**src/rtl/pipelined_adder_if.sv**
```systemverilog
// Handshake bundle for the pipelined add/subtract unit: operand beat in, result beat out.
interface pipelined_adder_if #(
  parameter int unsigned WIDTH = 32
) ();

  logic             in_valid;
  logic             in_ready;
  logic [WIDTH-1:0] a;
  logic [WIDTH-1:0] b;
  logic             carry_in;
  logic             op_sub;
  logic             out_valid;
  logic             out_ready;
  logic [WIDTH-1:0] y;
  logic             carry_out;
  logic             overflow;
  logic             zero;

  // Producer/consumer side (drives operands, accepts results).
  modport master (
    output in_valid, a, b, carry_in, op_sub, out_ready,
    input  in_ready, out_valid, y, carry_out, overflow, zero
  );

  // Adder side.
  modport slave (
    input  in_valid, a, b, carry_in, op_sub, out_ready,
    output in_ready, out_valid, y, carry_out, overflow, zero
  );

endinterface

```
**src/rtl/pipelined_adder.sv**
```systemverilog
// Pipelined add/subtract unit. The carry chain is cut into STAGES segments of SEG bits; each
// stage register holds a skewed word whose low segments are finished result bits and whose
// high segments are still the untouched A operand, plus the conditioned B operand and the
// carry into the next segment. The whole pipe advances or stalls as one.
module pipelined_adder #(
  parameter int unsigned WIDTH  = 32,
  parameter int unsigned STAGES = 4
) (
  input  logic             clk,
  input  logic             rst,
  pipelined_adder_if.slave bus_io
);

  localparam int unsigned SEG = WIDTH / STAGES;

  logic [WIDTH-1:0]  acc_q [STAGES];
  logic [WIDTH-1:0]  acc_d [STAGES];
  logic [WIDTH-1:0]  opb_q [STAGES];
  logic [WIDTH-1:0]  opb_d [STAGES];
  logic [STAGES-1:0] cry_q, cry_d;
  logic [STAGES-1:0] vld_q, vld_d;
  logic              ovf_q, ovf_d;
  logic              zero_q, zero_d;

  logic              advance;
  logic [WIDTH-1:0]  b_eff;
  logic              cin_eff;

  // Global shift enable: the pipe moves only when the final stage is empty or being drained.
  always_comb begin
    advance = !vld_q[STAGES-1] || bus_io.out_ready;
  end

  // Subtraction is folded into the adder as a + ~b + ~borrow_in.
  always_comb begin
    b_eff   = bus_io.op_sub ? ~bus_io.b : bus_io.b;
    cin_eff = bus_io.op_sub ? ~bus_io.carry_in : bus_io.carry_in;
  end

  // Per-stage segment add and next-state selection (hold everything on stall).
  always_comb begin : stage_comb
    logic [WIDTH-1:0] pa;
    logic [WIDTH-1:0] pb;
    logic [WIDTH-1:0] nacc;
    logic             pc;
    logic             pv;
    logic [SEG-1:0]   a_seg;
    logic [SEG-1:0]   b_seg;
    logic [SEG:0]     sum;
    int unsigned      pk;

    acc_d  = acc_q;
    opb_d  = opb_q;
    cry_d  = cry_q;
    vld_d  = vld_q;
    ovf_d  = ovf_q;
    zero_d = zero_q;
    pa     = '0;
    pb     = '0;
    nacc   = '0;
    pc     = 1'b0;
    pv     = 1'b0;
    a_seg  = '0;
    b_seg  = '0;
    sum    = '0;
    pk     = 0;

    for (int unsigned k = 0; k < STAGES; k++) begin
      pk = (k == 0) ? 0 : k - 1;
      if (k == 0) begin
        pa = bus_io.a;
        pb = b_eff;
        pc = cin_eff;
        pv = bus_io.in_valid;
      end else begin
        pa = acc_q[pk];
        pb = opb_q[pk];
        pc = cry_q[pk];
        pv = vld_q[pk];
      end
      a_seg = SEG'(pa >> (k * SEG));
      b_seg = SEG'(pb >> (k * SEG));
      sum   = {1'b0, a_seg} + {1'b0, b_seg} + {{SEG{1'b0}}, pc};
      nacc  = pa;
      nacc[k*SEG +: SEG] = sum[SEG-1:0];
      if (advance) begin
        acc_d[k] = nacc;
        opb_d[k] = pb;
        cry_d[k] = sum[SEG];
        vld_d[k] = pv;
      end
    end

    // pa/pb/nacc now describe the final stage; A's MSB is still intact in pa.
    if (advance) begin
      ovf_d  = (pa[WIDTH-1] == pb[WIDTH-1]) && (nacc[WIDTH-1] != pa[WIDTH-1]);
      zero_d = (nacc == '0);
    end
  end

  // Pipeline state; reset discards every in-flight beat and clears the result registers.
  always_ff @(posedge clk) begin
    if (rst) begin
      for (int unsigned k = 0; k < STAGES; k++) begin
        acc_q[k] <= '0;
        opb_q[k] <= '0;
      end
      cry_q  <= '0;
      vld_q  <= '0;
      ovf_q  <= 1'b0;
      zero_q <= 1'b0;
    end else begin
      acc_q  <= acc_d;
      opb_q  <= opb_d;
      cry_q  <= cry_d;
      vld_q  <= vld_d;
      ovf_q  <= ovf_d;
      zero_q <= zero_d;
    end
  end

  assign bus_io.in_ready  = advance;
  assign bus_io.out_valid = vld_q[STAGES-1];
  assign bus_io.y         = acc_q[STAGES-1];
  assign bus_io.carry_out = cry_q[STAGES-1];
  assign bus_io.overflow  = ovf_q;
  assign bus_io.zero      = zero_q;

endmodule

```
**src/flat_wrapper.sv**
```systemverilog
// flat-port wrapper written by rule: the top's interface ports become plain ports
module pipelined_adder_flat 
#(
  parameter int unsigned WIDTH  = 32,
  parameter int unsigned STAGES = 4
)
  (clk, rst, bus_io_in_valid, bus_io_a, bus_io_b, bus_io_carry_in, bus_io_op_sub, bus_io_out_ready, bus_io_in_ready, bus_io_out_valid, bus_io_y, bus_io_carry_out, bus_io_overflow, bus_io_zero);
  pipelined_adder_if #(.WIDTH(WIDTH)) bus_io_i ();
  input  logic clk;
  input  logic rst;
  input wire logic [$bits(bus_io_i.in_valid)-1:0] bus_io_in_valid;
  input wire logic [$bits(bus_io_i.a)-1:0] bus_io_a;
  input wire logic [$bits(bus_io_i.b)-1:0] bus_io_b;
  input wire logic [$bits(bus_io_i.carry_in)-1:0] bus_io_carry_in;
  input wire logic [$bits(bus_io_i.op_sub)-1:0] bus_io_op_sub;
  input wire logic [$bits(bus_io_i.out_ready)-1:0] bus_io_out_ready;
  output wire logic [$bits(bus_io_i.in_ready)-1:0] bus_io_in_ready;
  output wire logic [$bits(bus_io_i.out_valid)-1:0] bus_io_out_valid;
  output wire logic [$bits(bus_io_i.y)-1:0] bus_io_y;
  output wire logic [$bits(bus_io_i.carry_out)-1:0] bus_io_carry_out;
  output wire logic [$bits(bus_io_i.overflow)-1:0] bus_io_overflow;
  output wire logic [$bits(bus_io_i.zero)-1:0] bus_io_zero;
  assign bus_io_i.in_valid = bus_io_in_valid;
  assign bus_io_i.a = bus_io_a;
  assign bus_io_i.b = bus_io_b;
  assign bus_io_i.carry_in = bus_io_carry_in;
  assign bus_io_i.op_sub = bus_io_op_sub;
  assign bus_io_i.out_ready = bus_io_out_ready;
  assign bus_io_in_ready = bus_io_i.in_ready;
  assign bus_io_out_valid = bus_io_i.out_valid;
  assign bus_io_y = bus_io_i.y;
  assign bus_io_carry_out = bus_io_i.carry_out;
  assign bus_io_overflow = bus_io_i.overflow;
  assign bus_io_zero = bus_io_i.zero;
  pipelined_adder #(.WIDTH(WIDTH), .STAGES(STAGES)) u_core (.clk(clk), .rst(rst), .bus_io(bus_io_i));
endmodule
```
**config.mk**
```make
export PLATFORM = sky130hd
export DESIGN_NAME = pipelined_adder_flat
export DESIGN_NICKNAME = d
export VERILOG_FILES = /design/src/rtl/pipelined_adder_if.sv /design/src/rtl/pipelined_adder.sv /design/src/flat_wrapper.sv
export SDC_FILE = /design/constraint.sdc
export NUM_CORES = 1
export LEC_CHECK = 0
export ABC_AREA = 1
export CORE_AREA = 2 2 133 135
export DETAILED_ROUTE_END_ITERATION = 10
export DIE_AREA = 0 0 135 137
export GPL_TIMING_DRIVEN = 0
export PLACE_DENSITY = 0.72
export SYNTH_ARGS = -nofsm -noshare
export SYNTH_HDL_FRONTEND = slang
export SYNTH_SLANG_ARGS = --single-unit
```
**constraint.sdc**
```tcl
create_clock -name clk -period 3.6 [get_ports clk]
set_input_delay 0.54 -clock clk [delete_from_list [all_inputs] [get_ports clk]]
set_output_delay 0.54 -clock clk [all_outputs]
set_load 0.05 [all_outputs]
```
=== Word level (Yosys, flattened, before mapping) ===
Cells that the tools add are included.

* Equality and inequality tests: 2
* $add $sub $neg: 8
* Bitwise logic cells: 2
* Reductions and logical operators: 4
* Muxes and demuxes: 2

{| class="wikitable"
|+ Operators with widths
! operator !! count
|-
| $add A8 B8 Y9 || 4
|-
| $add A9 B1 Y9 || 4
|-
| $logic_not A32 Y1 || 1
|-
| $mux W32 || 1
|-
| $not A32 Y32 || 1
|-
| $eq A1 B1 Y1 || 1
|-
| $logic_and A1 B1 Y1 || 1
|-
| $logic_not A1 Y1 || 1
|-
| $logic_or A1 B1 Y1 || 1
|-
| $mux W1 || 1
|-
| $ne A1 B1 Y1 || 1
|-
| $not A1 Y1 || 1
|}

* Bits in registers: 234
* Bits of input ports: 70
* Output and inout bits: 37
* Word-level logic and storage cells: 29

=== Logic depth before layout (Yosys ltp) ===
Gate-level depths: netlist of run 1.

* Depth after elaboration: 4
* Gate-level depth with buffers: 14
* Mapped depth without buffers: 14

=== Worst setup path after synthesis of run 1 ===
OpenSTA, ideal clock, no wires.

* Path kind: input -> register
* Start point: in bus_io_op_sub
* End point: reg u_core.acc_q[102] (netlist bit)
* Cell stages on the path: 13
* Library setup time: 110 ps
* Path buffers: 2
* Setup slack: 1,067 ps
* Data required time: 3,490 ps
* Arrival: 2,423 ps
* Cells stage by stage: buf_2 -> buf_4 -> xnor2_1 -> fa_1 -> fa_1 -> o21ai_2 -> nand2_1 -> nand2_1 -> nand2_1 -> nand3_1 -> nand3_1 -> nand3_1 -> inv_1

* Cells in the longest elaborated chain, start to end: 3
* Elaborated cells on any way between the ends: 4
* Classes of those cells: add/sub (2); mux (2)

{| class="wikitable"
|+ RTL lines
! item !! line !! RTL
|-
| from (decl) || flat_wrapper.sv:15 || <nowiki>input wire logic [$bits(bus_io_i.op_sub)-1:0] bus_io_op_sub;</nowiki>
|-
| $mux W32 || pipelined_adder.sv:36 || <nowiki>b_eff = bus_io.op_sub ? ~bus_io.b : bus_io.b;</nowiki>
|-
| $add A8 B8 Y9 || pipelined_adder.sv:83 || <nowiki>sum = {1'b0, a_seg} + {1'b0, b_seg} + {{SEG{1'b0}}, pc};</nowiki>
|-
| $add A9 B1 Y9 (*) || pipelined_adder.sv:83 ||
|-
| to (signal, indexed assignment) || pipelined_adder.sv:105 || <nowiki>acc_q[k] <= '0;</nowiki>
|-
| to (signal assigned) || pipelined_adder.sv:113 || <nowiki>acc_q <= acc_d;</nowiki>
|-
| to (decl) || pipelined_adder.sv:16 || <nowiki>logic [WIDTH-1:0] acc_q [STAGES];</nowiki>
|}

Mark *: on every way between the ends. The rest lies on a longest branch, timed or not.
A chain may end at the register's enable or synchronous reset.

=== Final worst setup path of run 1 ===
* Start point: in bus_io_out_ready
* End point: out bus_io_in_ready

* Cells in the longest elaborated chain, start to end: 1

{| class="wikitable"
|+ RTL lines
! item !! line !! RTL
|-
| from (decl) || flat_wrapper.sv:16 || <nowiki>input wire logic [$bits(bus_io_i.out_ready)-1:0] bus_io_out_ready;</nowiki>
|-
| $logic_or A1 B1 Y1 || pipelined_adder.sv:31 || <nowiki>advance = !vld_q[STAGES-1] || bus_io.out_ready;</nowiki>
|-
| to (decl) || flat_wrapper.sv:17 || <nowiki>output wire logic [$bits(bus_io_i.in_ready)-1:0] bus_io_in_ready;</nowiki>
|}

Every way passes these cells.

==> impl_metrics.yaml, run 1 <==
grt:
  grt_pass1_vias: 6976
  grt_max_degree: 17
  antenna_found_initial: 0
  overflow: 0
  grt_pass1_wl_um: 35280
  grt_use_total_pct: 24.73
critical_path:
  arrival_ns: 2.71
  worstSetupStartpointType: "input port"
  worstPathRequired_ns: 3.06
  reg2regPathDepth: 9
  slowest_stage: "clkdlybuf4s50_1"
  cp_top_family: "buffers and inverters"
  max_stage_delay_ns: 0.87
  worst-path-max-fanout: 10
  path_buf_inv: 5
  end_kind: "primary output"
  cp_num_cells: 6
  rrSetupSlack_ns: 1.44
  path_class: "in2out"
  cp_cell_sequence: "clkdlybuf4s50_1 -> inv_1 -> nand2_4 -> buf_2 -> buf_2 -> clkdlybuf4s50_1"
clocking:
  clkLatencyLatePin_ns: 0.43
  root_buffer: "clkbuf_16"
  clk_path_buf_depth: 2
  clk_pin_slew_ns: 0.07
  cts_sinks: 186
  post_cts_resized: 0
  holdBufCountCts: 0
  numCtsBuffers: 17
  cts_max_level: 4
  cts_tree: "done"
  post-cts-setup-buffers: 0
floorplanning:
  ioPinCount: 107
  rows: 48
  die_h_um: 137
  start_util_pct: 49.16
  die_area_um2: 18500
  die_w_um: 135
  core-area_um2: 17060
drt:
  routed-via-count: 7382
  drt-pass1-iter-count: 7
  via_per_inst: 5.109
  final_antenna_net_count: 0
  remaining_drc_errors: 0
  wl_um: 21750
  routedWlPerCell_um: 15.05
  drtIter0Drc: 638
cells_and_area:
  area_delta_synth_final_pct: 23.40
  insertedDiodeCount: 0
  layout_common_cells: "nor2_1, dfxtp_1, o21ai_0, clkdlybuf4s50_1, nand2_1"
  drive_above_1_share_pct: 9.262
  nNetsFinal: 1313
  finalNonFillerCells: 1445
  layout_commonest_cell: "nor2_1"
  multi_input_area_um2: 3830
  fill_cells: 1591
  regArea_um2: 3724
pwr:
  netSwitchingFraction_pct: 27.04
  p_leak_nw: 4.582
  p_comb_share_pct: 15.8
  p_sw_mw: 1.382
  pwr-share-seq_pct: 45.7
  pwr-share-clk_pct: 38.5
  power_density_nw_per_um2: 494.2
  vdd_drop_max_mv: 0.3880
  p_int_mw: 3.730
worst_hold_path:
  holdCritPathClass: "reg2reg"
  whs_path_depth: 2
timing:
  finalCriticalPeriod_ns: 3.246
  rsz0062_at_grt: "no"
  hold_violations: 0
  skew_ns: 0.01081
  fin_crit_sh_pct: 90.18
  max_slew.worst_pin.slew_ns: 0.6573
  max-slew-margin-rel_pct: 55.63
  finalSetupTns_ns: 0
  final_max_slew_viol_count: 0
  setup_violations: 0
  fmax_ghz: 0.3080
placement:
  place_hpwl_um: 16180
  gp_congestion: 0.9098
  numPortBuffers: 105
  dp.cells: 1413
yosys:
  synth_edf_count: 0
  seq_area_frac_synth_pct: 44.41
  synth_top_area_share_pct: 44.41
  syn_area_per_cell_um2: 7.742
  synthCells: 1083
  synth_top_area_cell: "dfxtp_1"
  yosys.cell_types.count: 30
  synth_top_flop_cell: "dfxtp_1"
  syn_nets: 1189
  synth_area_leaders: "dfxtp_1, o21ai_0, nor2_1, a21oi_1, ha_1"
  synth_seq_cells: 186
  syn-cell-area_um2: 8384
  synth_warnings: 0
  ys_async_sr_fraction_pct: 0
job:
  maxCapViolCount: 0
outcome:
  outcome: "finished, final reports clean"
power by group through the flow:
stage | clock [mW] | combinational (mW) | sequential, mW
2_1_floorplan | 0 | 0.559 | 2.33
3_3_place_gp | 0 | 0.793 | 2.37
3_5_place_dp | 0 | 0.800 | 2.38
4_1_cts | 1.98 | 0.807 | 2.33
5_1_grt | 2.07 | 0.907 | 2.35
6_report | 1.97 | 0.808 | 2.34
state kept, by name, indices dropped and copies added (netlist names):
signal,count
u_core.acc_q,64
u_core.bus_io.overflow,1
u_core.stage_comb.pb,8
u_core.opb_q,40
u_core.bus_io.y,32
u_core.bus_io.zero,1
u_core.cry_q,4
u_core.stage_comb.pa,32
u_core.vld_q,4
Yosys cell counts, types with 7 or more instances:
library cell  instances
a21oi_1              86
buf_2                22
buf_4                35
clkbuf_1             27
clkbuf_2              9
dfxtp_1             186
fa_1                  8
ha_1                 28
inv_1                76
nand2_1              90
nand3_1              25
nand4_1               7
nor2_1              221
o21ai_0             174
o21bai_1             12
xnor2_1              30
xor2_1               14
cells by family after synthesis:
group                    count (synthesis)  synth area share [%]
flip-flops                             186                 44.41
XOR/XNOR                                44                 4.596
AND/OR/NAND/NOR                        360                 17.33
AO/OA/AOI/OAI                          283                 17.67
adder cells (fa/ha/maj)                 36                 6.089
buffers and inverters                  174                 9.909
worst register-to-register path: cells and delay by family (launching register included):
| family | cells | cell delay (ns) |
|---|---|---|
| AOI/OAI and AO/OA | 1 | 0.11 |
| xor gates and xnor gates | 1 | 0.23 |
| adders and majority gates | 2 | 0.95 |
| DFF | 1 | 0.33 |
| and+or+nand+nor | 5 | 0.48 |
area by class of cell:
| class | instances | share of cell area, % |
|---|---|---|
| multi-input cells | 723 | 37.02 |
| flip-flops and latches | 186 | 35.99 |
| well taps | 225 | 2.721 |
| clock buffers | 20 | 4.511 |
| clock inverters | 12 | 1.572 |
| repair buffers | 105 | 10.16 |
| plain buffers | 95 | 5.164 |
| inverters | 79 | 2.866 |
final timing paths:
| kind | start | to |
|---|---|---|
| max | bus_io_out_ready | bus_io_in_ready |
| min reg2reg | u_core.opb_q[124]$_SDFFE_PP0P_ | u_core.opb_q[92]$_SDFFE_PP0P_ |
| max reg2reg | u_core.cry_q[2]$_SDFFE_PP0P_ | u_core.bus_io.zero$_SDFFE_PP0P_ |
| min | u_core.opb_q[124]$_SDFFE_PP0P_ | u_core.opb_q[92]$_SDFFE_PP0P_ |
metal layers:
layer  routed length, µm  track usage [%]  vias up
met1                9952            32.48     3402
li1                    -                -     3728
met3                1141            4.481       34
met2               10150            41.00      218
met4                 505            8.796        0
met5                   0                0        -
through the flow:
step	area, µm²	hold WS [ns]	total power [mW]	worst slack, ns	util, %
final	10350	0.4600	5.113	0.3536	60.66
after global routing	10350	0.4933	5.327	0.3065	60.66
after CTS	10350	0.4566	5.122	0.3787	60.66
after detailed placement	9717	0.4357	3.176	0.3842	56.97
after global placement	9717	0.4322	3.167	0.3807	56.97
after floorplan	8384	0.4205	2.887	1.067	-
(Power assumes the default switching activity.)
==> run 2, diff against run 1 <==
CORE_AREA = 2 2 113 159   (was 2 2 133 135)
DIE_AREA = 0 0 115 161   (was 0 0 135 137)
PLACE_DENSITY = 0.75   (was 0.72)
clock period = 2.85 ns   (was 3.6 ns; I/O delays follow)
==> run 2 against run 1 <==
  * Clock skew fell by 0.0031 ns
  * Global-route usage fell by 1.1 points
  * Power rose by 27%
  * Sequential power rose by 26%
  * Register-to-register slack got worse by 0.75 ns
  * Non-clock buffer count did not move
  * First-iteration DRC count fell by 7.5%
  * Sequential share of layout area barely moved
==> impl_metrics.yaml, run 2 (synthesis gave the netlist of run 1 again) <==
outcome:
  outcome: "finished, final reports clean"
cells_and_area:
  area_delta_synth_final_pct: 23.28
  layout_common_cells: "nor2_1, dfxtp_1, o21ai_0, clkdlybuf4s50_1, nand2_1"
  reg.largest.list: "u_core.acc_q: 64 flops, u_core.opb_q: 40 flops"
  nNetsFinal: 1313
  final_util_pct: 60.39
  insertedDiodeCount: 0
  layout_commonest_cell: "nor2_1"
  largest_reg_flops: 64
  top_register: "u_core.acc_q"
  drive_above_1_share_pct: 9.262
floorplanning:
  die_area_um2: 18520
  start_util_pct: 48.98
  core-area_um2: 17120
  ioPinCount: 107
  die_h_um: 161
  die_w_um: 115
  rows: 57
placement:
  numPortBuffers: 105
  gp_congestion: 0.9191
  place_hpwl_um: 15670
clocking:
  post-cts-setup-buffers: 0
  cts_max_level: 4
  clk_pin_slew_ns: 0.07
  clk_path_buf_depth: 2
  clkLatencyLatePin_ns: 0.43
  cts_sinks: 186
  root_buffer: "clkbuf_16"
  cts_tree: "done"
  numCtsBuffers: 17
timing:
  setup_violations: 0
  max_slew.worst_pin.slew_ns: 0.6730
  holdWs_ns: 0.3921
  fin_crit_sh_pct: 92.88
  fmax_ghz: 0.3778
  max-slew-margin-rel_pct: 55.13
  skew_ns: 0.007670
  hold_violations: 0
  rsz0062_at_grt: "no"
  finalCriticalPeriod_ns: 2.647
  final_max_slew_viol_count: 0
grt:
  grt_max_degree: 19
  antenna_found_initial: 0
  grt_pass1_wl_um: 34310
  grt_use_total_pct: 23.60
  grt_pass1_vias: 6895
  overflow: 0
critical_path:
  arrival_ns: 2.22
  worst-path-max-fanout: 10
  worstPathRequired_ns: 2.42
  worstSetupStartpointType: "input port"
  end_kind: "primary output"
  path_class: "in2out"
worst_hold_path:
  holdCritPathClass: "in2reg"
drt:
  routed-via-count: 7388
  routedWlPerCell_um: 14.91
  drt-pass1-iter-count: 5
  via_per_inst: 5.181
  remaining_drc_errors: 0
  final_antenna_net_count: 0
  drtIter0Drc: 590
  wl_um: 21270
pwr:
  power_density_nw_per_um2: 630.6
  vdd_drop_max_mv: 0.3431
  p_leak_nw: 4.600
  finalPower_mw: 6.518
job:
  maxCapViolCount: 0
==> run 2: where the power goes <==
group	internal, mW	total, mW	switching, mW
Sequential	2.80	2.94	0.133
Clock	1.45	2.55	1.10
Combinational	0.447	1.03	0.583
==> run 2: layout make-up <==
| class | instances | area [µm²] |
|---|---|---|
| inverters | 79 | 296.5 |
| clock inverters | 14 | 205.2 |
| repair buffers | 105 | 1050 |
| plain buffers | 95 | 534.3 |
| flip-flops and latches | 186 | 3724 |
| fillers | 1522 | 6780 |
| multi-input cells | 723 | 3830 |
| clock buffers | 18 | 439.2 |
| well taps | 206 | 257.7 |
==> run 2: timing repair <==
item	CTS	global route
gates resized for setup	1	0
hold buffers	0	0
endpoints found under the setup margin	1	0
==> run 2: path summary, 6_finish.rpt <==
check | start | to | slack [ns] | cells past startpoint
max | bus_io_out_ready | bus_io_in_ready | 0.20 | 6
min reg2reg | u_core.opb_q[124]$_SDFFE_PP0P_ | u_core.opb_q[92]$_SDFFE_PP0P_ | 0.45 | 2
min | bus_io_op_sub | u_core.opb_q[111]$_SDFFE_PP0P_ | 0.39 | 3
max reg2reg | u_core.stage_comb.pb[24]$_SDFFE_PP0P_ | u_core.bus_io.zero$_SDFFE_PP0P_ | 0.69 | 9
==> run 2: stage by stage <==
stage	area (µm²)	worst slack (ns)	instances	TNS, ns
global route	10340	0.1459	1426	0
CTS	10340	0.2119	1426	0
detailed placement	9693	-0.07797	1394	-0.07797
floorplan	8384	0.4291	1083	0
global placement	9693	-0.08299	1394	-0.08299
finish	10340	0.2030	1426	0
==> run 2: per-layer routing <==
| metal | vias to the layer above | global-route usage, % | part of all wire (%) |
|---|---|---|---|
| met5 | - | 0 | 0 |
| met2 | 260 | 39.01 | 48 |
| met3 | 47 | 3.527 | 5.3 |
| li1 | 3753 | - | - |
| met4 | 0 | 10.62 | 4.3 |
| met1 | 3328 | 30.30 | 43 |
==> run 2: critical path, cell delays in order <==
cell and delay [ns]:
clkdlybuf4s50_1 0.45, inv_1 0.06, nand2_4 0.14, buf_2 0.23, buf_2 0.34, dlygate4sd2_1 0.57
==> run 3, diff against run 2 <==
CELL_PAD_IN_SITES_DETAIL_PLACEMENT = 0   (was default)
CELL_PAD_IN_SITES_GLOBAL_PLACEMENT = 2   (was default)
CORE_AREA = 2 2 147 207   (was 2 2 113 159)
DIE_AREA = 0 0 149 209   (was 0 0 115 161)
HOLD_SLACK_MARGIN = 0.1   (was default)
PLACE_DENSITY = default   (was 0.75)
PLACE_DENSITY_LB_ADDON = 0.1   (was default)
==> run 3 against run 2 <==
  * Clock-buffer cell count grew 1
  * Largest cell class unchanged
  * Largest power group unchanged
  * Critical endpoint unchanged
  * Global-route usage is 6.2 points lower
  * Highest routed layer unchanged
  * Non-clock buffer count did not move
==> impl_metrics.yaml, run 3 (synthesis gave the netlist of run 1 again) <==
pwr:
  p_int_mw: 4.737
  netSwitchingFraction_pct: 27.32
  pwr-share-clk_pct: 38.9
  pwr-share-seq_pct: 45.1
  power_density_nw_per_um2: 619.2
  vdd_drop_max_mv: 0.3653
  p_sw_mw: 1.781
  p_leak_nw: 4.583
  p_comb_share_pct: 16.0
clocking:
  clk_path_buf_depth: 2
  numCtsBuffers: 17
  cts_max_level: 4
  root_buffer: "clkbuf_16"
  cts_sinks: 186
  post-cts-setup-buffers: 0
  clk_pin_slew_ns: 0.07
  cts_tree: "done"
  clkLatencyLatePin_ns: 0.43
critical_path:
  arrival_ns: 2.34
  end_kind: "primary output"
  cp_num_cells: 6
  path_class: "in2out"
  rr_startpoint: "u_core.stage_comb.pb[24]$_SDFFE_PP0P_"
  slowest_stage: "dlygate4sd2_1"
  worstSetupStartpointType: "input port"
  max_stage_delay_ns: 0.58
  path_common_cell: "buf_2"
  reg2regPathDepth: 9
  cp_cell_sequence: "clkdlybuf4s50_1 -> inv_1 -> nand2_4 -> buf_2 -> buf_2 -> dlygate4sd2_1"
  worst-path-max-fanout: 10
  path_buf_inv: 5
  cp_top_family: "buffers and inverters"
  startpoint: "bus_io_out_ready"
  worstPathRequired_ns: 2.42
cells_and_area:
  layout_commonest_cell: "nor2_1"
  reg.largest.list: "u_core.acc_q: 64 flops, u_core.opb_q: 40 flops"
  insertedDiodeCount: 0
  layout_common_cells: "nor2_1, dfxtp_1, o21ai_0, clkdlybuf4s50_1, nand2_1"
  finalNonFillerCells: 1603
  drive_above_1_share_pct: 9.031
  area_delta_synth_final_pct: 25.56
  nNetsFinal: 1313
  fill_cells: 3208
  stdcell_area_um2: 10530
  top_register: "u_core.acc_q"
  largest_reg_flops: 64
placement:
  dp.cells: 1573
  place_hpwl_um: 20000
  place_area_um2: 9917
  numPortBuffers: 105
  gp_congestion: 0.7839
worst_hold_path:
  whs_path_depth: 3
  min-delay-start: "bus_io_op_sub"
  holdCritPathClass: "in2reg"
grt:
  grt_max_degree: 17
  grt_use_total_pct: 17.39
  grt_pass1_vias: 7015
  antenna_found_initial: 0
  overflow: 0
  grt_pass1_wl_um: 40720
drt:
  drtIter0Drc: 307
  final_antenna_net_count: 0
  drt-pass1-iter-count: 4
  via_per_inst: 4.447
  dr_wl_met2_um: 12820
  routed-via-count: 7128
  wl_um: 26190
  m1WireLength_um: 12150
  route.met3.wl_um: 672
  routedWlPerCell_um: 16.34
  remaining_drc_errors: 0
  top_layer_used: "met4"
timing:
  fmax_ghz: 0.3615
  max_slew.worst_pin.slew_ns: 0.8355
  rsz0062_at_grt: "no"
  finalCriticalPeriod_ns: 2.766
  fin_crit_sh_pct: 97.06
  final_max_slew_viol_count: 0
  skew_ns: 0.01032
  max-slew-margin-rel_pct: 44.30
  finalSetupTns_ns: 0
  hold_violations: 0
  holdWs_ns: 0.3937
  setup_violations: 0
job:
  maxCapViolCount: 0
floorplanning:
  die_h_um: 209
  rows: 75
  core-area_um2: 29470
  ioPinCount: 107
  die_w_um: 149
  start_util_pct: 28.45
  die_area_um2: 31140
outcome:
  outcome: "finished, final reports clean"
==> run 3: cell count changes in the layout (fill, tap and decap cells not counted) <==
cell / delta
clkinv_8: -2
clkinv_2: +2
clkinv_4: -1
clkbuf_1: +1
inv_6: -1
bufinv_16: +1
clkinvlp_4: +1
inv_8: -3
==> run 3: final cells by class <==
class	instances	area [µm²]	share of cell area [%]
Sequential cell	186	3724	35.37
Buffer	95	534.3	5.075
Timing Repair Buffer	105	1050	9.972
Clock buffer	19	442.9	4.207
Multi-Input combinational cell	723	3830	36.38
Clock inverter	11	168.9	1.604
Inverter	79	296.5	2.817
Tap cell	385	481.7	4.576
==> run 3: through the flow <==
| stage | util [%] | power, mW | setup slack, ns |
|---|---|---|---|
| global placement | 33.66 | 4.054 | -0.2190 |
| global route | 35.73 | 6.854 | 0.01015 |
| finish | 35.73 | 6.518 | 0.08387 |
| CTS | 35.73 | 6.606 | 0.07203 |
| detailed placement | 33.66 | 4.053 | -0.2181 |
| floorplan | - | 3.647 | 0.4291 |
==> run 3: repair_timing <==
item / in CTS / in global routing
resized for setup: 1 / 0
hold buffers: 0 / 0
endpoints found under the setup margin: 1 / 0
==> run 3: worst paths after layout <==
check	slack, ns	end
max	0.08	bus_io_in_ready
max reg2reg	0.63	u_core.bus_io.zero$_SDFFE_PP0P_
min	0.39	u_core.opb_q[110]$_SDFFE_PP0P_
min reg2reg	0.44	u_core.opb_q[80]$_SDFFE_PP0P_
==> run 3: worst reg2reg max path, cell delays in order (launching register included) <==
cell     delay, ns
dfxtp_1       0.36
fa_1          0.46
fa_1          0.46
xnor2_1       0.23
nand2_1       0.10
nor2_1        0.12
nand3_1       0.08
nor2_1        0.11
nand3_1       0.10
a21oi_2       0.12
==> run 3: per-layer routing <==
layer / vias to the layer above / GRT usage (%)
li1: 3739 / -
met1: 3261 / 22.86
met2: 106 / 28.87
met3: 22 / 3.035
met4: 0 / 5.583
met5: - / 0
==> run 3: power groups by stage <==
stage / sequential, mW / clock (mW) / combinational [mW]
after global routing: 2.96 / 2.71 / 1.18
after global placement: 3.00 / 0 / 1.05
after floorplan: 2.94 / 0 / 0.707
final: 2.94 / 2.53 / 1.04
after detailed placement: 3.00 / 0 / 1.05
after CTS: 2.94 / 2.60 / 1.06
==> patch 1 (config.mk and constraints of run 3) <==
`WIDTH` is set to 32 in 3 places; all go to 28.
--- a/src/rtl/pipelined_adder_if.sv
+++ b/src/rtl/pipelined_adder_if.sv
@@ -1,6 +1,6 @@
 // Handshake bundle for the pipelined add/subtract unit: operand beat in, result beat out.
 interface pipelined_adder_if #(
-  parameter int unsigned WIDTH = 32
+  parameter int unsigned WIDTH = 28
 ) ();
 
   logic             in_valid;
--- a/src/rtl/pipelined_adder.sv
+++ b/src/rtl/pipelined_adder.sv
@@ -3,7 +3,7 @@
 // high segments are still the untouched A operand, plus the conditioned B operand and the
 // carry into the next segment. The whole pipe advances or stalls as one.
 module pipelined_adder #(
-  parameter int unsigned WIDTH  = 32,
+  parameter int unsigned WIDTH  = 28,
   parameter int unsigned STAGES = 4
 ) (
   input  logic             clk,
--- a/src/flat_wrapper.sv
+++ b/src/flat_wrapper.sv
@@ -1,7 +1,7 @@
 // flat-port wrapper written by rule: the top's interface ports become plain ports
 module pipelined_adder_flat 
 #(
-  parameter int unsigned WIDTH  = 32,
+  parameter int unsigned WIDTH  = 28,
   parameter int unsigned STAGES = 4
 )
   (clk, rst, bus_io_in_valid, bus_io_a, bus_io_b, bus_io_carry_in, bus_io_op_sub, bus_io_out_ready, bus_io_in_ready, bus_io_out_valid, bus_io_y, bus_io_carry_out, bus_io_overflow, bus_io_zero);
Ports: changed (resized bus_io_a, bus_io_b and bus_io_y); port bits go from 107 to 95. No check against the original RTL was run, so the function may have changed too.
==> patch 1 against run 3 <==
Count of clock-buffer cells in the layout is 1 higher; fmax is 2.0% higher; worst setup slack better by 0.055 ns; register-to-register slack worse by 0.09 ns; synthesized area is 12% lower; final area is 9.9% lower; combinational power is 8% lower; total power is 3.0% lower; clock skew is 0.00089 ns higher; sequential cell count is 22 lower; hold slack better by 0.025 ns; wire length is 9.6% lower; largest power group is now the clock network.
==> patch 1: results (changes against run 3) <==
tightest hold margin - 0.419 ns (+0.0252 ns)
Syn Nets - 1003 (-16%)
Combinational Power - 959 uW (-8%)
DP Cell Count - 1387 (-12%)
Worst Hold End - u_core.opb_q[93]
post-DR wirelength/cell - 16.7 um (+2.2%)
first-pass GRT wire length - 36400 um (-11%)
DP Wirelength - 17900 um (-11%)
clock share of power - 44.2% (+5.3 points)
gpl congestion - 0.752 (-4.1%)
# fillers - 3236 (+0.87%)
placement-stage cell area - 0.00877 mm^2 (-12%)
port bufs - 93 (-11%)
Max rail drop VDD - 406 uV (+11%)
drt total wl - 23700 um (-9.6%)
Synth cell types - 35 (+17%)
FF-to-FF path depth - 11 (+2)
Clock Skews - 0.0112 ns (+0.000894 ns)
sw power - 1.63 mW (-8.3%)
status - finished, final reports clean
top cells by area, synth - dfxtp_1, o21ai_0, nor2_1
post-synthesis sequential area ratio - 44.6% (+0.21 points)
RR Startpoint - u_core.cry_q[2]
nets@finish - 1115 (-15%)
layout cells sized above 1 - 11.2% (+2.2 points)
biggest regs - u_core.acc_q x56, u_core.opb_q x35
Pleak - 4.09 nW (-11%)
Iteration-0 DRC Markers - 263 (-14%)
Post-Synth XOR/XNOR Area - 5.00% (+0.40 points)
flop2flop setup slack - 0.54 ns (-0.09 ns)
Compound-Gate Fraction of Synth Area - 20.1% (+2.5 points)
Power Internal - 4.69 mW (-1.0%)
Vias - 6141 (-14%)
Post-Synth Adder-Cell Area - 6.26% (+0.17 points)
actual slew at the worst max-slew pin - 0.742 ns (-0.0933 ns)
pin count of the biggest net entering global routing - 17 (unchanged)
Final WS setup - 0.139 ns (+0.0547 ns)
-- patch 1: cell count changes in the layout (fill, tap and decap cells not counted), moves of 9 or more --
| cell | delta |
|---|---|
| a21oi_1 | +9 |
| buf_2 | +9 |
| clkbuf_1 | -13 |
| clkdlybuf4s50_1 | -12 |
| dfxtp_1 | -22 |
| nand2_1 | -36 |
| nand3_1 | -10 |
| nor2_1 | -87 |
| o21ai_0 | -38 |
| o21ai_1 | +18 |
-- patch 1: cell type report --
type / count / area (um^2) / share of cell area [%]
clock buffers: 20 / 467 / 4.92
flip-flops and latches: 164 / 3280 / 34.6
plain buffers: 83 / 505 / 5.33
multi-input cells: 580 / 3260 / 34.4
inverters: 82 / 310 / 3.27
well taps: 385 / 482 / 5.08
repair buffers: 93 / 930 / 9.81
clock inverters: 11 / 244 / 2.57
-- patch 1: timing repair --
action	in CTS	in global routing
resized for setup	1	0
endpoints found under the setup margin	1	0
hold buffers	0	0
-- patch 1: worst reg2reg max path, stage by stage, from the launching register on --
cell,delay [ns]
dfxtp_1,0.38
fa_1,0.32
inv_1,0.08
fa_1,0.57
inv_1,0.06
nor2_1,0.10
nand2_1,0.06
nor2_1,0.22
nand2_1,0.10
nor2_1,0.13
nand4_1,0.10
a21oi_1,0.12
-- patch 1: cells by family (layout without fill, tap and decap cells) --
logic type / after synthesis / in the layout
AO/OA/AOI/OAI: 280 / 280
AND/OR/NAND/NOR: 226 / 226
buffers and inverters: 165 / 289
flip-flops: 164 / 164
XOR/XNOR: 42 / 42
adder cells (fa/ha/maj): 32 / 32
-- patch 1: per-layer routing --
metal,part of all wire (%),vias up,global-route usage [%]
met5,0,-,0
met4,0.91,0,3.94
met3,2.7,14,2.53
met2,51,89,27.8
met1,46,2848,19.8
li1,-,3190,-
==> patch 2 (flow settings as in run 3) <==
Without the edit above. Make the reset (`rst`) asynchronous in one clocked block.
--- a/src/rtl/pipelined_adder.sv
+++ b/src/rtl/pipelined_adder.sv
@@ -99,7 +99,7 @@
   end
 
   // Pipeline state; reset discards every in-flight beat and clears the result registers.
-  always_ff @(posedge clk) begin
+  always_ff @(posedge clk or posedge rst) begin
     if (rst) begin
       for (int unsigned k = 0; k < STAGES; k++) begin
         acc_q[k] <= '0;
Function: differs if rst is asserted again (counterexample within 4 cycles, from zero or initial values and one cycle with rst high); with rst held inactive, the same outputs for 10 cycles.
==> patch 2 against run 3 <==
Critical path depth did not move; utilization increased by 2.3 points; final area rose by 6.5%; highest routed layer unchanged; largest cell class is now flip-flops and latches; synthesized area up 5.5%; die area is the same; register-to-register slack lost 0.03 ns; synthesized cell count is 7.6% lower; worst setup slack improved by 0.021 ns; sequential cell count is the same; wire length down 11%; clock skew shrank 0.0023 ns.
Power is not compared: it rests on default switching activity, and its combinational part moved more than twofold at a synthesized area within 25%.
==> patch 2: results (changes against run 3) <==
status - finished, final reports clean
crit-path max FO - 10 (unchanged)
number of antenna violations at the first check in global routing - 0 (unchanged)
gr usage total - 16.0% (-1.4 points)
post-synthesis sequential area ratio - 52.6% (+8.2 points)
worst setup path start - bus_io_out_ready
clock-pin transition on the worst setup and hold timing paths - 0.07 ns (about the same)
RR Startpoint - u_core.cry_q[2]
Arr. time, crit path - 2.32 ns (-0.02 ns)
layout cells sized above 1 - 9.89% (+0.86 points)
clk buf depth - 2 (unchanged)
top cells by area, synth - dfrtp_1, nand2_1, o21ai_0
number of global-route vias before repair - 6651 (-5.2%)
pin count of the biggest net entering global routing - 40 (+23)
Async SR Flop Fraction - 100% (+100 points)
H-Tree Depth - 4 (unchanged)
vias per std cell - 4.29 (-3.5%)
ANT cells - 0 (unchanged)
Ys Warns - 0 (unchanged)
DP Wirelength - 17800 um (-11%)
CTS Buf Count - 17 (unchanged)
# fillers - 3161 (-1.5%)
actual slew at the worst max-slew pin - 0.675 ns (-0.160 ns)
top_reg_cell synth - dfrtp_1
DP Cell Count - 1496 (-4.9%)
Clock Skews - 0.00801 ns (-0.00231 ns)
Iteration-0 DRC Markers - 367 (+20%)
gpl congestion - 0.779 (-0.63%)
synthesized area per cell - 8.84 um^2 (+14%)
Clock Latency Late Sink - 0.44 ns
nets@finish - 1236 (-5.9%)
biggest regs - u_core.acc_q x64, u_core.opb_q x40
Synth cell types - 30 (unchanged)
Pleak - 5.43 nW
TritonRoute pass-1 iters - 5 (+1)
placement-stage cell area - 0.0105 mm^2 (+5.7%)
post-DR wirelength/cell - 15.3 um (-6.1%)
FF-to-FF path depth - 8 (-1)
drt total wl - 23400 um (-11%)
port bufs - 105 (unchanged)
CTS root buf - clkbuf_16
Commonest cells post-synth - nand2_1, dfrtp_1, o21ai_0, inv_1, buf_4
first-pass GRT wire length - 37800 um (-7.1%)
DP Worst Slack - -0.227 ns (-0.00868 ns)
hold crit path type - in2async
Max rail drop VDD - 507 uV
Syn Nets - 1107 (-6.9%)
==> patch 2: cell types whose count changed in the layout (fill, tap and decap cells not counted), moves of 10 or more <==
| cell | delta |
|---|---|
| o21ai_1 | +23 |
| dfrtp_1 | +186 |
| dfxtp_1 | -186 |
| a31oi_1 | +10 |
| nand2_1 | +291 |
| clkbuf_1 | -16 |
| nor2_1 | -196 |
| o21bai_1 | -12 |
| o21ai_0 | -89 |
| a21oi_1 | -71 |
| inv_1 | -13 |
==> patch 2: cells by family after synthesis <==
family / count (synthesis) / synth area share (%)
buffers and inverters: 143 / 8.63
AO/OA/AOI/OAI: 140 / 8.28
AND/OR/NAND/NOR: 453 / 20.4
adder cells (fa/ha/maj): 36 / 5.77
XOR/XNOR: 43 / 4.26
flip-flops: 186 / 52.6
==> patch 2: routing by layer <==
layer | global-route usage, % | wire length [um] | vias to the layer above
li1 | - | - | 3409
met1 | 21.9 | 11100 | 3029
met3 | 2.58 | 776 | 18
met2 | 26.3 | 11300 | 103
met5 | 0 | 0 | -
met4 | 4.04 | 243 | 0
==> patch 2: worst paths after layout <==
check                           slack [ns]             endpoint
worst max-delay path                  0.10      bus_io_in_ready
worst min-delay path                  0.37    u_core.acc_q[122]
worst max register to register        0.60   u_core.bus_io.zero
worst min register to register        0.47  u_core.bus_io.y[18]
max in group asynchronous             1.45    u_core.acc_q[102]
min in group clk                      0.42    u_core.opb_q[124]
==> patch 2: what timing repair did <==
item / CTS / global route
hold buffers: 0 / 0
resized for setup: 1 / 0
setup buffers: 0 / 0
hold endpoints to repair: 0 / 0
endpoints found under the setup margin: 1 / 0
==> patch 2: final cells by class <==
| cell class | instances | area, um^2 | area share, % |
|---|---|---|---|
| Inverter | 67 | 255 | 2.28 |
| Clock inverter | 13 | 285 | 2.55 |
| Sequential cell | 186 | 4650 | 41.5 |
| Buffer | 76 | 512 | 4.57 |
| Timing Repair Buffer | 110 | 1150 | 10.3 |
| Clock buffer | 19 | 443 | 3.95 |
| Multi-Input combinational cell | 672 | 3430 | 30.6 |
| Tap cell | 385 | 482 | 4.30 |
==> patch 2: worst max-delay path: stages <==
cell and delay, ns:
clkdlybuf4s50_1 0.47, inv_2 0.04, nand2_4 0.15, buf_2 0.32, buf_2 0.31, dlygate4sd2_1 0.58
==> patch 2: metrics by stage <==
stage	total power, mW	hold slack (ns)
finish	13.3	0.368
global route	14.4	0.402
CTS	13.5	0.374
detailed placement	10.5	0.459
global placement	10.5	0.453
floorplan	8.62	0.420
==> patch 2: report_power, final <==
group / internal, mW / switching, mW / total, mW
clock network: 1.86 / 1.07 / 2.93
registers: 3.81 / 0.673 / 4.49
logic: 2.26 / 3.66 / 5.91
total: 7.93 / 5.40 / 13.3
